$ cat src/rtl/t_latch_toggle_arbiter.sv
// Round-robin arbiter driving a shared T-latch bank with one-cycle EN pulses and a guard gap.
// Keeps a registered shadow of the bank contents for readback.
module t_latch_toggle_arbiter #(
   parameter int unsigned NUM_REQ = 4,
   parameter int unsigned WIDTH   = 8,
   parameter int unsigned GAP_CYC = 2
) (
   input  logic                     clk,
   input  logic                     rst_n,
   input  logic [NUM_REQ-1:0]       req,
   input  logic [NUM_REQ*WIDTH-1:0] mask,
   output logic [NUM_REQ-1:0]       gnt,
   output logic                     lat_en,
   output logic [WIDTH-1:0]         lat_t,
   output logic [WIDTH-1:0]         q_shadow,
   output logic                     done,
   output logic                     busy
);

   localparam int unsigned PtrW = (NUM_REQ > 1) ? $clog2(NUM_REQ) : 1;
   localparam int unsigned CntW = (GAP_CYC > 1) ? $clog2(GAP_CYC) : 1;
   localparam logic [CntW-1:0] GapInit = (GAP_CYC == 0) ? '0 : CntW'(GAP_CYC - 1);

   typedef enum logic [1:0] {StIdle, StPulse, StGap} state_e;

   state_e             state_q;
   logic [PtrW-1:0]    ptr_q;
   logic [CntW-1:0]    gap_q;

   logic               found;
   int unsigned        idx;
   logic [PtrW-1:0]    ptr_nxt;
   logic [NUM_REQ-1:0] gnt_sel;
   logic [WIDTH-1:0]   mask_sel;

   // First requester at or above the pointer, wrapping around.
   always_comb begin
      found    = 1'b0;
      idx      = 0;
      ptr_nxt  = ptr_q;
      gnt_sel  = '0;
      mask_sel = '0;
      for (int unsigned k = 0; k < NUM_REQ; k++) begin
         idx = (32'(ptr_q) + k) % NUM_REQ;
         if (!found && req[idx]) begin
            found        = 1'b1;
            gnt_sel[idx] = 1'b1;
            mask_sel     = mask[idx*WIDTH +: WIDTH];
            ptr_nxt      = PtrW'((idx + 1) % NUM_REQ);
         end
      end
   end

   always_ff @(posedge clk) begin
      if (!rst_n) begin
         state_q  <= StIdle;
         ptr_q    <= '0;
         gap_q    <= '0;
         gnt      <= '0;
         lat_en   <= 1'b0;
         lat_t    <= '0;
         q_shadow <= '0;
         done     <= 1'b0;
         busy     <= 1'b0;
      end else begin
         done <= 1'b0;
         case (state_q)
            StIdle: begin
               if (found) begin
                  state_q <= StPulse;
                  gnt     <= gnt_sel;
                  lat_t   <= mask_sel;
                  lat_en  <= 1'b1;
                  busy    <= 1'b1;
                  ptr_q   <= ptr_nxt;
               end
            end
            StPulse: begin
               lat_en   <= 1'b0;
               lat_t    <= '0;
               gnt      <= '0;
               q_shadow <= q_shadow ^ lat_t;
               done     <= 1'b1;
               // Leaving PULSE always drops EN, so back-to-back pulses cannot occur.
               if (GAP_CYC == 0) begin
                  state_q <= StIdle;
                  busy    <= 1'b0;
               end else begin
                  state_q <= StGap;
                  gap_q   <= GapInit;
               end
            end
            StGap: begin
               if (gap_q == '0) begin
                  state_q <= StIdle;
                  busy    <= 1'b0;
               end else begin
                  gap_q <= gap_q - 1'b1;
               end
            end
            default: state_q <= StIdle;
         endcase
      end
   end

endmodule

$ cat config.mk
export PLATFORM = sky130hd
export DESIGN_NAME = t_latch_toggle_arbiter
export DESIGN_NICKNAME = d
export VERILOG_FILES = /design/src/rtl/t_latch_toggle_arbiter.sv
export SDC_FILE = /design/constraint.sdc
export NUM_CORES = 1
export LEC_CHECK = 0
export CORE_ASPECT_RATIO = 0.8
export CORE_MARGIN = 5
export CORE_UTILIZATION = 30
export DETAILED_ROUTE_END_ITERATION = 10
export GPL_TIMING_DRIVEN = 0
export PLACE_DENSITY_LB_ADDON = 0.3
export RECOVER_POWER = 25
export SLEW_MARGIN = 40
export SYNTH_ARGS = -nofsm -noshare
export SYNTH_HDL_FRONTEND = slang
export SYNTH_SLANG_ARGS = --single-unit
$ cat constraint.sdc
create_clock -name clk -period 3.3 [get_ports clk]
set_input_delay 0.66 -clock clk [delete_from_list [all_inputs] [get_ports clk]]
set_output_delay 0.66 -clock clk [all_outputs]
set_load 0.02 [all_outputs]
==> results of run 1 <==
final cells by class:
class / instances / area, sq um
plain buffers: 21 / 128
clock buffers: 4 / 55.1
fillers: 824 / 5060
inverters: 5 / 18.8
multi-input cells: 184 / 1840
flip-flops and latches: 28 / 562
well taps: 112 / 140
repair buffers: 57 / 568
power breakdown:
group          internal, W  switching, W
clock network     0.000107      0.000104
logic              0.00115       0.00116
registers         0.000450     0.0000949
metal layers:
| metal | vias to the layer above | global-route usage (%) | part of all wire, % |
|---|---|---|---|
| met1 | 1115 | 17.7 | 45 |
| met2 | 72 | 22.4 | 48 |
| li1 | 1062 | - | - |
| met4 | 0 | 1.80 | 0.85 |
| met3 | 6 | 2.77 | 5.7 |
| met5 | - | 0 | 0 |
path summary, 6_finish.rpt:
kind | startpoint | endpoint | cells past startpoint
setup reg to reg | ptr_q[1]$_SDFFE_PN0P_ | lat_t[2]$_SDFFE_PN0P_ | 10
hold reg to reg | gnt[3]$_SDFFE_PN0P_ | gnt[3]$_SDFFE_PN0P_ | 1
hold / removal | gnt[3]$_SDFFE_PN0P_ | gnt[3]$_SDFFE_PN0P_ | 1
setup / recovery | ptr_q[1]$_SDFFE_PN0P_ | lat_t[2]$_SDFFE_PN0P_ | 10
cells by family after synthesis:
family / count (synthesis) / synth area share, %
AO/OA/AOI/OAI: 76 / 21.5
AND/OR/NAND/NOR: 55 / 13.9
multiplexers: 33 / 28.5
buffers and inverters: 29 / 5.44
flip-flops: 28 / 22.1
adder cells (fa/ha/maj): 11 / 5.44
XOR/XNOR: 9 / 3.11
metrics by stage:
| stage | hold slack (ns) | instances |
|---|---|---|
| after detailed placement | 0.462 | 409 |
| final | 0.474 | 411 |
| after CTS | 0.485 | 410 |
| after floorplan | 0.495 | 241 |
| after global placement | 0.457 | 409 |
| after global routing | 0.496 | 411 |
repair_timing:
item                                    4_1_cts  5_1_grt
gates resized for setup                       6       10
endpoints found under the setup margin       18       14
hold endpoints to repair                      0        0
buffers inserted                              0        1
sequential cells by signal, indices dropped and copies added (netlist names):
name and cells:
done 1, q_shadow 8, lat_t 8, busy 1, gap_q 1, state_q 2, ptr_q 2, gnt 4
lat_en 1
synthesized netlist by cell type, types with 3 or more instances:
| cell type | n | area (sq um) |
|---|---|---|
| o21a_1 | 5 | 37.5 |
| nor2b_1 | 7 | 43.8 |
| inv_1 | 5 | 18.8 |
| a221o_1 | 3 | 30.0 |
| o21ai_1 | 6 | 30.0 |
| buf_2 | 8 | 40.0 |
| nand3_1 | 5 | 25.0 |
| o21ai_0 | 8 | 40.0 |
| a21oi_1 | 18 | 90.1 |
| nand2_1 | 11 | 41.3 |
| a32o_2 | 3 | 33.8 |
| clkbuf_1 | 13 | 48.8 |
| xnor2_1 | 9 | 78.8 |
| a32o_1 | 6 | 60.1 |
| nand2b_1 | 3 | 18.8 |
| o2bb2ai_1 | 3 | 26.3 |
| ha_1 | 11 | 138 |
| dfxtp_1 | 28 | 561 |
| nand3b_1 | 5 | 37.5 |
| mux4_2 | 30 | 676 |
| a22oi_1 | 12 | 90.1 |
| a221oi_1 | 5 | 43.8 |
| and2_1 | 15 | 93.8 |
placed cells by master, fill, tap and decap left out, types with 4 or more instances in the layout:
cell type	Yosys	routed
ha_1	11	11
and2_1	15	7
o21ai_0	8	8
o21a_1	5	5
mux4_2	30	31
a32o_1	6	6
nand2_1	11	11
a221oi_1	5	5
buf_2	8	6
xnor2_1	9	9
clkdlybuf4s50_1	0	54
clkbuf_1	13	7
buf_6	2	4
nor2b_1	7	7
a21oi_1	18	18
inv_1	5	5
nand3b_1	5	5
dfxtp_1	28	27
nand3_1	5	5
o21ai_1	6	6
clkbuf_8	0	4
and2_0	0	8
a22oi_1	12	12
==> summary.md, run 1 <==
| Metric | Value |
|---|---|
| # rows | 30 |
| PnR Total Power | 0.00307 W |
| GR Overflow Total | 0 |
| Crit path kind | reg2reg |
| Final Max Slew Viols | 0 |
| Average routed wire per standard cell | 17.0 microns |
| Ports | 61 |
| Crit path largest cell delay | 0.64 ns |
| Crit-path cells | clkbuf_4, buf_6, inv_1, ha_1, mux4_2, o41a_1, buf_2, o21ai_1, a21oi_1, o21a_1 |
| Crit-path slowest cell | mux4_2 |
| Crit start category | flop |
| CTS root buffer | clkbuf_8 |
| Seq/Total Area, Yosys | ~22% |
| Worst reg2reg setup slack | 0.23 ns |
| Worst skew pair latency | about 0.27 ns |
| F_max | 325 MHz |
| Core area | 8370 sq um |
| Final estimated routing congestion in global placement | 0.823 |
| Hold Crit Class | reg2reg |
| Routed WL | around 7.0 mm |
| Pwr dens | 926 nW/um^2 |
| Critical path data required time | 3.48 ns |
| DR DRC count | 0 |
| Avg Vias per Cell | 5.49 |
| Fin area | 3310 sq um |
| Crit end category | flop |
| Nets | 349 |
| Worst-path clk slew | 0.10 ns |
| Clk_skew | a little under 0.005 ns |
| Status | completed |
| LEAKAGE | 1.14 nW |
| Detailed placement HPWL | 5.37 mm |
| Synth warn | 0 |
| Cell Area, Placed | 3230 sq um |
| RSZ-0062 raised after global routing | false |
| Max Cap Violations | 0 |
| Fin crit share | 93.1% |
| DP Worst Slack | -0.863 ns |
| Clk buf depth | 2 |
| Number of global-route vias before repair | 2309 |
| Die width | 113 microns |
| Post-synthesis cell area | around 2500 sq um |
| Cell family with most CP delay | compound AO/OA/AOI/OAI gates |
| Setup TNS | 0 ns |
| Final Hold Fails | 0 |
| Setup ws final | 0.226 ns |
| Final antenna-violating net count | 0 |
| Die Area | 10400 sq um |
| Relative slew slack | 56.4% |
| VDD IR max | 0.329 mV |
| CTS tree | yes |
| Antenna Diode Count | 0 |
| Num CTS Buffers | 3 |
| CP bufs+invs | 4 |
| Post-Syn Nets | 290 |
| WP data arrival | between 3 and 4 ns |
| Synthesis-to-finish area growth | 30.7% |
| First-pass GRT wire length | 11.4 mm |
| Port Buffers | 56 |
| Synth Flop Type | dfxtp_1 |
| Largest net degree at the start of global routing | 29 |
| Slew @ Worst Pin | 0.653 ns |
| Async S/R FF share, synth | 0% |
| Final setup vio count | 0 |
| Syn Inst Count | 241 |
| Die Y | 92.2 microns |
| GRT Total Usage | 13.2% |
| H-tree depth | 1 |
| Yosys reg bits | 28 |
| Critical Path Fanout Max | 19 |
| Unique masters post-synth | 42 |
| Layout cell share with drive strength beyond 1 | 19.7% |
| Initial antenna violation count | 0 |
| Post-Syn Area per Cell | 10.5 sq um |
| Drt first pass iters | 5 |
| Post-synth EDFFs | 0 |
| CTS Hold Bufs | 0 |
| CTS Sinks | 28 |
| Tmin final | 3.07 ns |
| Initial DRC Count | 81 |
| Initial Util | a little under a third |
| Vias | between 2000 and 2500 |
| Final Util | 39.5% |
Note: power is estimated with default switching activity, not from simulation.
==> run 2, diff against run 1 <==
--- a/config.mk
+++ b/config.mk
@@ -9,9 +9,8 @@
 export CORE_MARGIN = 5
 export CORE_UTILIZATION = 30
 export DETAILED_ROUTE_END_ITERATION = 10
-export GPL_TIMING_DRIVEN = 0
 export PLACE_DENSITY_LB_ADDON = 0.3
-export RECOVER_POWER = 25
+export RECOVER_POWER = 50
 export SLEW_MARGIN = 40
 export SYNTH_ARGS = -nofsm -noshare
 export SYNTH_HDL_FRONTEND = slang
==> constraint.sdc (replaced) <==
create_clock -name clk -period 3.3 [get_ports clk]
set_input_delay 0.66 -clock clk [delete_from_list [all_inputs] [get_ports clk]]
set_output_delay 0.66 -clock clk [all_outputs]
set_load 0.005 [all_outputs]
==> summary.md, run 2 (synthesis gave the netlist of run 1 again) <==
| Metric | Value |
|---|---|
| WP data arrival | 2.99 ns |
| CTS Hold Bufs | 0 |
| Sequential Power Share | 18.6% |
| Antenna Diode Count | 0 |
| Critical path data required time | 3.50 ns |
| Detailed placement HPWL | 4.90 mm |
| RSZ-0062 raised after global routing | false |
| Setup TNS | 0 ns |
| PnR Total Power | 0.00289 W |
| Worst skew pair latency | 0.28 ns |
| Final setup vio count | 0 |
| Top Registers | lat_t: 8 flops, q_shadow: 8 flops, gnt: 4 flops |
| Final Max Slew Viols | 0 |
| Clk_skew | 0.0123 ns |
| Hold Path Cell Cnt | 1 |
| Fin area | 3300 sq um |
| Worst-path clk slew | 0.09 ns |
| CTS tree | yes |
| Pwr dens | between 800 and 900 nW/um^2 |
| Post-CTS Setup Inserts | 0 |
| Crit end category | flop |
| Critical Path Fanout Max | 19 |
| Average routed wire per standard cell | 16.1 microns |
| Status | completed |
| VDD IR max | 0.298 mV |
| H-tree depth | 1 |
| Initial antenna violation count | 0 |
| Int Power | ~0.0017 W |
| Layout cell share with drive strength beyond 1 | 18.5% |
| Die width | roughly 110 microns |
| Vias | between 2000 and 2500 |
| Initial DRC Count | 89 |
| F_max | between 300 and 400 MHz |
| Reg2Reg Depth | 8 |
| RR Endpoint | lat_t[0]$_SDFFE_PN0P_ |
| Crit path kind | reg2reg |
| CTS Sinks | 28 |
| Psw | 0.00120 W |
| Largest net degree at the start of global routing | 48 |
| Die Y | around 92 microns |
| Crit-path cells | inv_1, ha_1, buf_4, mux4_1, nor4_2, a21o_2, and2_4, o2bb2ai_1 |
| GR Overflow Total | 0 |
| Crit start category | flop |
| Synthesis-to-finish area growth | 30.5% |
| Clk buf depth | 2 |
| Number of global-route vias before repair | approximately 2100 |
| Hold WS | 0.476 ns |
| Nets | roughly 340 |
| Core area | about 8400 sq um |
| Final antenna-violating net count | 0 |
| Most frequent cells in the layout | 44 x clkdlybuf4s50_1, 30 x mux4_2, 27 x dfxtp_1, 18 x a21oi_1, 16 x dlygate4sd3_1 |
| Avg Vias per Cell | 5.46 |
| Hold Crit Class | reg2reg |
| Final Hold Fails | 0 |
| Max Cap Violations | 0 |
| Cell Area, Placed | 3240 sq um |
| FILL cells | 825 |
| Sw Share | 41.5% |
| GRT Total Usage | between 10% and 20% |
| First-pass GRT wire length | 11.0 mm |
| Port Buffers | 60 |
| Worst reg2reg setup slack | 0.52 ns |
| CTS root buffer | clkbuf_8 |
| Ports | 61 |
| Slew @ Worst Pin | 0.670 ns |
| Final estimated routing congestion in global placement | approximately 0.8 |
| Num CTS Buffers | 3 |
| Hold Crit Start | gnt[0]$_SDFFE_PN0P_ |
| FF-to-FF Start | ptr_q[0]$_SDFFE_PN0P_ |
| Tmin final | approximately 2.8 ns |
| DR DRC count | 0 |
| Routed WL | 6.52 mm |
| Clock power frac | 9.4% |
| Initial Util | a little under a third |
| Most common cell after layout, fill and taps aside | clkdlybuf4s50_1 |
| Die Area | about 10000 sq um |
| Crit-path slowest cell | mux4_1 |
| Logic pwr share | 72.0% |
| Post_cts resized | 0 |
| Relative slew slack | 55.2% |
| Crit path largest cell delay | 0.45 ns |
| # rows | 30 |
| Hold EP | gnt[0]$_SDFFE_PN0P_ |
| LEAKAGE | 1.18 nW |
| Drt first pass iters | 4 |
| Fin crit share | 84.3% |
run 2: cell types whose count changed in the layout (fill, tap and decap cells not counted), sizes merged:
cell,before,now
clkdlybuf4s50,54,44
dlygate4sd3,2,16
buf,14,10
clkbuf,12,4
bufinv,0,1
run 2: layout make-up:
cell class,count,area (sq um),share of cell area (%)
Inverter,5,18.8,0.568
Clock inverter,1,30.0,0.909
Sequential cell,28,562,17.0
Multi-Input combinational cell,184,1830,55.5
Clock buffer,3,41.3,1.25
Tap cell,112,140,4.24
Timing Repair Buffer,71,679,20.6
run 2: layer usage:
| metal | track usage, % | share of wire, % | up-vias |
|---|---|---|---|
| met3 | 2.44 | 6.6 | 8 |
| met2 | 20.2 | 47 | 70 |
| met5 | 0 | 0 | - |
| li1 | - | - | 1050 |
| met4 | 2.40 | 1.4 | 0 |
| met1 | 17.6 | 45 | 1077 |
run 2: worst max-delay path: cells and delay by family, from the launching register on:
family,cells,cell delay [ns]
adders and majority gates,1,0.35
AOI/OAI and AO/OA,2,0.40
DFF,1,0.43
buffers and inverters,2,0.44
muxes,1,0.45
and+or+nand+nor,2,0.65
run 2: metrics by stage:
step	std cells	util (%)	setup WS [ns]
global route	404	39.5	0.266
CTS	404	39.5	0.465
detailed placement	400	38.7	0.282
finish	404	39.5	0.517
floorplan	241	-	0.0355
global placement	400	38.7	0.354
run 2: power by group through the flow:
stage	clock network, W	registers [W]	logic [W]
5_1_grt	0.000296	0.000561	0.00229
3_3_place_gp	0	0.000551	0.00211
4_1_cts	0.000281	0.000546	0.00211
3_5_place_dp	0	0.000553	0.00210
6_report	0.000271	0.000537	0.00208
2_1_floorplan	0	0.000537	0.00159
run 2: worst max-delay path by stage:
stage,startpoint,end,cells past startpoint
finish,ptr_q[0]$_SDFFE_PN0P_,lat_t[0]$_SDFFE_PN0P_,8
floorplan,ptr_q[1]$_SDFFE_PN0P_,lat_t[2]$_SDFFE_PN0P_,12
CTS,ptr_q[0]$_SDFFE_PN0P_,lat_t[0]$_SDFFE_PN0P_,8
global placement,req[0],lat_t[1]$_SDFFE_PN0P_,6
global route,ptr_q[0]$_SDFFE_PN0P_,lat_t[0]$_SDFFE_PN0P_,8
detailed placement,req[0],lat_t[0]$_SDFFE_PN0P_,6
==> run 3, diff against run 2 <==
==> constraint.sdc (replaced) <==
create_clock -name clk -period 2.3 [get_ports clk]
set_input_delay 0.46 -clock clk [delete_from_list [all_inputs] [get_ports clk]]
set_output_delay 0.46 -clock clk [all_outputs]
set_load 0.005 [all_outputs]
==> summary.md, run 3 (synthesis gave the netlist of run 1 again) <==
| Metric | Value |
|---|---|
| Final estimated routing congestion in global placement | 0.779 |
| Crit path kind | reg2reg |
| Hold WS | 0.484 ns |
| Core area | 8370 sq um |
| Worst skew pair latency | 0.27 ns |
| Worst-path clk slew | approximately 0.1 ns |
| Critical path data required time | approximately 2.5 ns |
| Most frequent cells in the layout | 56 x clkdlybuf4s50_1, 31 x mux4_2, 30 x buf_4, 26 x dfxtp_1, 17 x a21oi_1 |
| Final Max Slew Viols | 0 |
| Die Y | 92.2 microns |
| Layout cell share with drive strength beyond 1 | 29.7% |
| Layout Cells excl Fill | 429 |
| Failing checks | negative setup slack |
| Hold Crit Class | reg2reg |
| Sequential Power Share | 16.3% |
| Critical Path Fanout Max | 6 |
| H-tree depth | 1 |
| Sw Share | 41.4% |
| Detailed placement HPWL | 5.32 mm |
| # rows | 30 |
| VDD IR max | between 0.3 and 0.4 mV |
| Status | finished with violations |
| Final setup vio count | 3 |
| Setup ws final | -0.0307 ns |
| Final Hold Fails | 0 |
| Largest net degree at the start of global routing | 32 |
| RSZ-0062 raised after global routing | true |
| Ports | 61 |
| Reg area | 566 sq um |
| CTS tree | yes |
| CTS root buffer | clkbuf_8 |
| Crit start category | flop |
| Clk buf depth | 2 |
| DR DRC count | 0 |
| Synthesis-to-finish area growth | 41.3% |
| Placed Cells | between 400 and 500 |
| Drt first pass iters | 4 |
| Logic pwr share | 78.0% |
| Footprint of the multi-input gates | about 1900 sq um |
| First-pass GRT wire length | 12.0 mm |
| Die width | 113 microns |
| Avg Vias per Cell | approximately 5.5 |
| GR Overflow Total | 0 |
| Initial Util | 30.2% |
| Clk_skew | 0.00477 ns |
| Pwr dens | 1340 nW/um^2 |
| Nets | roughly 370 |
| LEAKAGE | 1.27 nW |
| Relative slew slack | between 60% and 70% |
| Final antenna-violating net count | 0 |
| Vias | 2345 |
| Clock power frac | 5.8% |
| Num CTS Buffers | 3 |
| Die Area | 10400 sq um |
| Initial antenna violation count | 0 |
| CTS Sinks | 28 |
| F_max | 429 MHz |
| GRT Total Usage | 14.0% |
| Int Power | 0.00280 W |
| Antenna Diode Count | 0 |
| WP data arrival | 2.50 ns |
| Psw | 0.00198 W |
| Top Registers | lat_t: 8 flops, q_shadow: 8 flops, gnt: 4 flops |
| Cell Area, Placed | 3400 sq um |
| Max Cap Violations | 0 |
| Routed WL | 7.14 mm |
| FILL cells | between 800 and 900 |
| Average routed wire per standard cell | 16.6 microns |
| Number of global-route vias before repair | 2364 |
| Fin crit share | 101% |
| Initial DRC Count | approximately 160 |
| Slew @ Worst Pin | about 0.5 ns |
| Most common cell after layout, fill and taps aside | clkdlybuf4s50_1 |
| Fin area | about 3600 sq um |
| Port Buffers | 60 |
| Tmin final | approximately 2.3 ns |
| Crit end category | flop |
-- run 3: cell count changes in the layout (fill, tap and decap cells not counted), sizes merged --
cell / change
dlygate4sd2: +4
buf: +25
clkdlybuf4s50: +12
dlygate4sd3: -16
bufinv: -1
o41a: +1
-- run 3: per-layer routing --
| layer | track usage, % | up-vias | share of wire (%) |
|---|---|---|---|
| li1 | - | 1101 | - |
| met1 | 20.0 | 1168 | 46 |
| met2 | 21.9 | 71 | 47 |
| met3 | 3.10 | 5 | 5.7 |
| met4 | 2.10 | 0 | 0.62 |
| met5 | 0 | - | 0 |
-- run 3: cell type report --
class	instances	area share (%)
Multi-Input combinational cell	185	53.5
Timing Repair Buffer	95	24.8
Sequential cell	28	15.8
Tap cell	112	3.92
Clock buffer	4	1.26
Inverter	5	0.735
-- run 3: worst paths after layout --
path                            depth (start not counted)               endpoint  slack (ns)                   from
worst min-delay path                                    2      busy$_SDFFE_PN0P_        0.48      busy$_SDFFE_PN0P_
worst max-delay path                                    7  lat_t[3]$_SDFFE_PN0P_       -0.03  ptr_q[0]$_SDFFE_PN0P_
worst min register to register                          2      busy$_SDFFE_PN0P_        0.48      busy$_SDFFE_PN0P_
worst max register to register                          7  lat_t[3]$_SDFFE_PN0P_       -0.03  ptr_q[0]$_SDFFE_PN0P_
-- run 3: power groups by stage --
stage / Sequential [W] / Combinational, W / Clock (W)
floorplan: 0.000783 / 0.00247 / 0
finish: 0.000778 / 0.00373 / 0.000276
detailed placement: 0.000791 / 0.00339 / 0
global placement: 0.000788 / 0.00336 / 0
CTS: 0.000781 / 0.00361 / 0.000283
global route: 0.000804 / 0.00408 / 0.000308
-- run 3: critical path, cell delays in order (launching register included) --
cell and delay [ns]:
dfxtp_4 0.39, inv_8 0.03, ha_4 0.26, mux4_2 0.58
o41a_1 0.58, o21ai_1 0.13, a21oi_1 0.05, o21a_1 0.20
-- run 3: what timing repair did --
| action | in CTS | in global routing |
|---|---|---|
| buffers inserted | 4 | 2 |
| resized for setup | 14 | 11 |
| endpoints found under the setup margin | 12 | 17 |
| gates cloned | 1 | 0 |
| hold buffers | 0 | 0 |
| pin swaps | 6 | 19 |
-- run 3: metrics by stage --
| stage | setup TNS (ns) | util, % | setup slack, ns | total power, W |
|---|---|---|---|---|
| after floorplan | -6.21 | - | -0.392 | 0.00326 |
| after detailed placement | -5.44 | 40.6 | -0.357 | 0.00418 |
| after global placement | -5.00 | 40.6 | -0.332 | 0.00415 |
| after global routing | -1.23 | 42.7 | -0.116 | 0.00519 |
| final | -0.0508 | 42.7 | -0.0307 | 0.00478 |
| after CTS | -0.000296 | 41.9 | -0.000296 | 0.00467 |
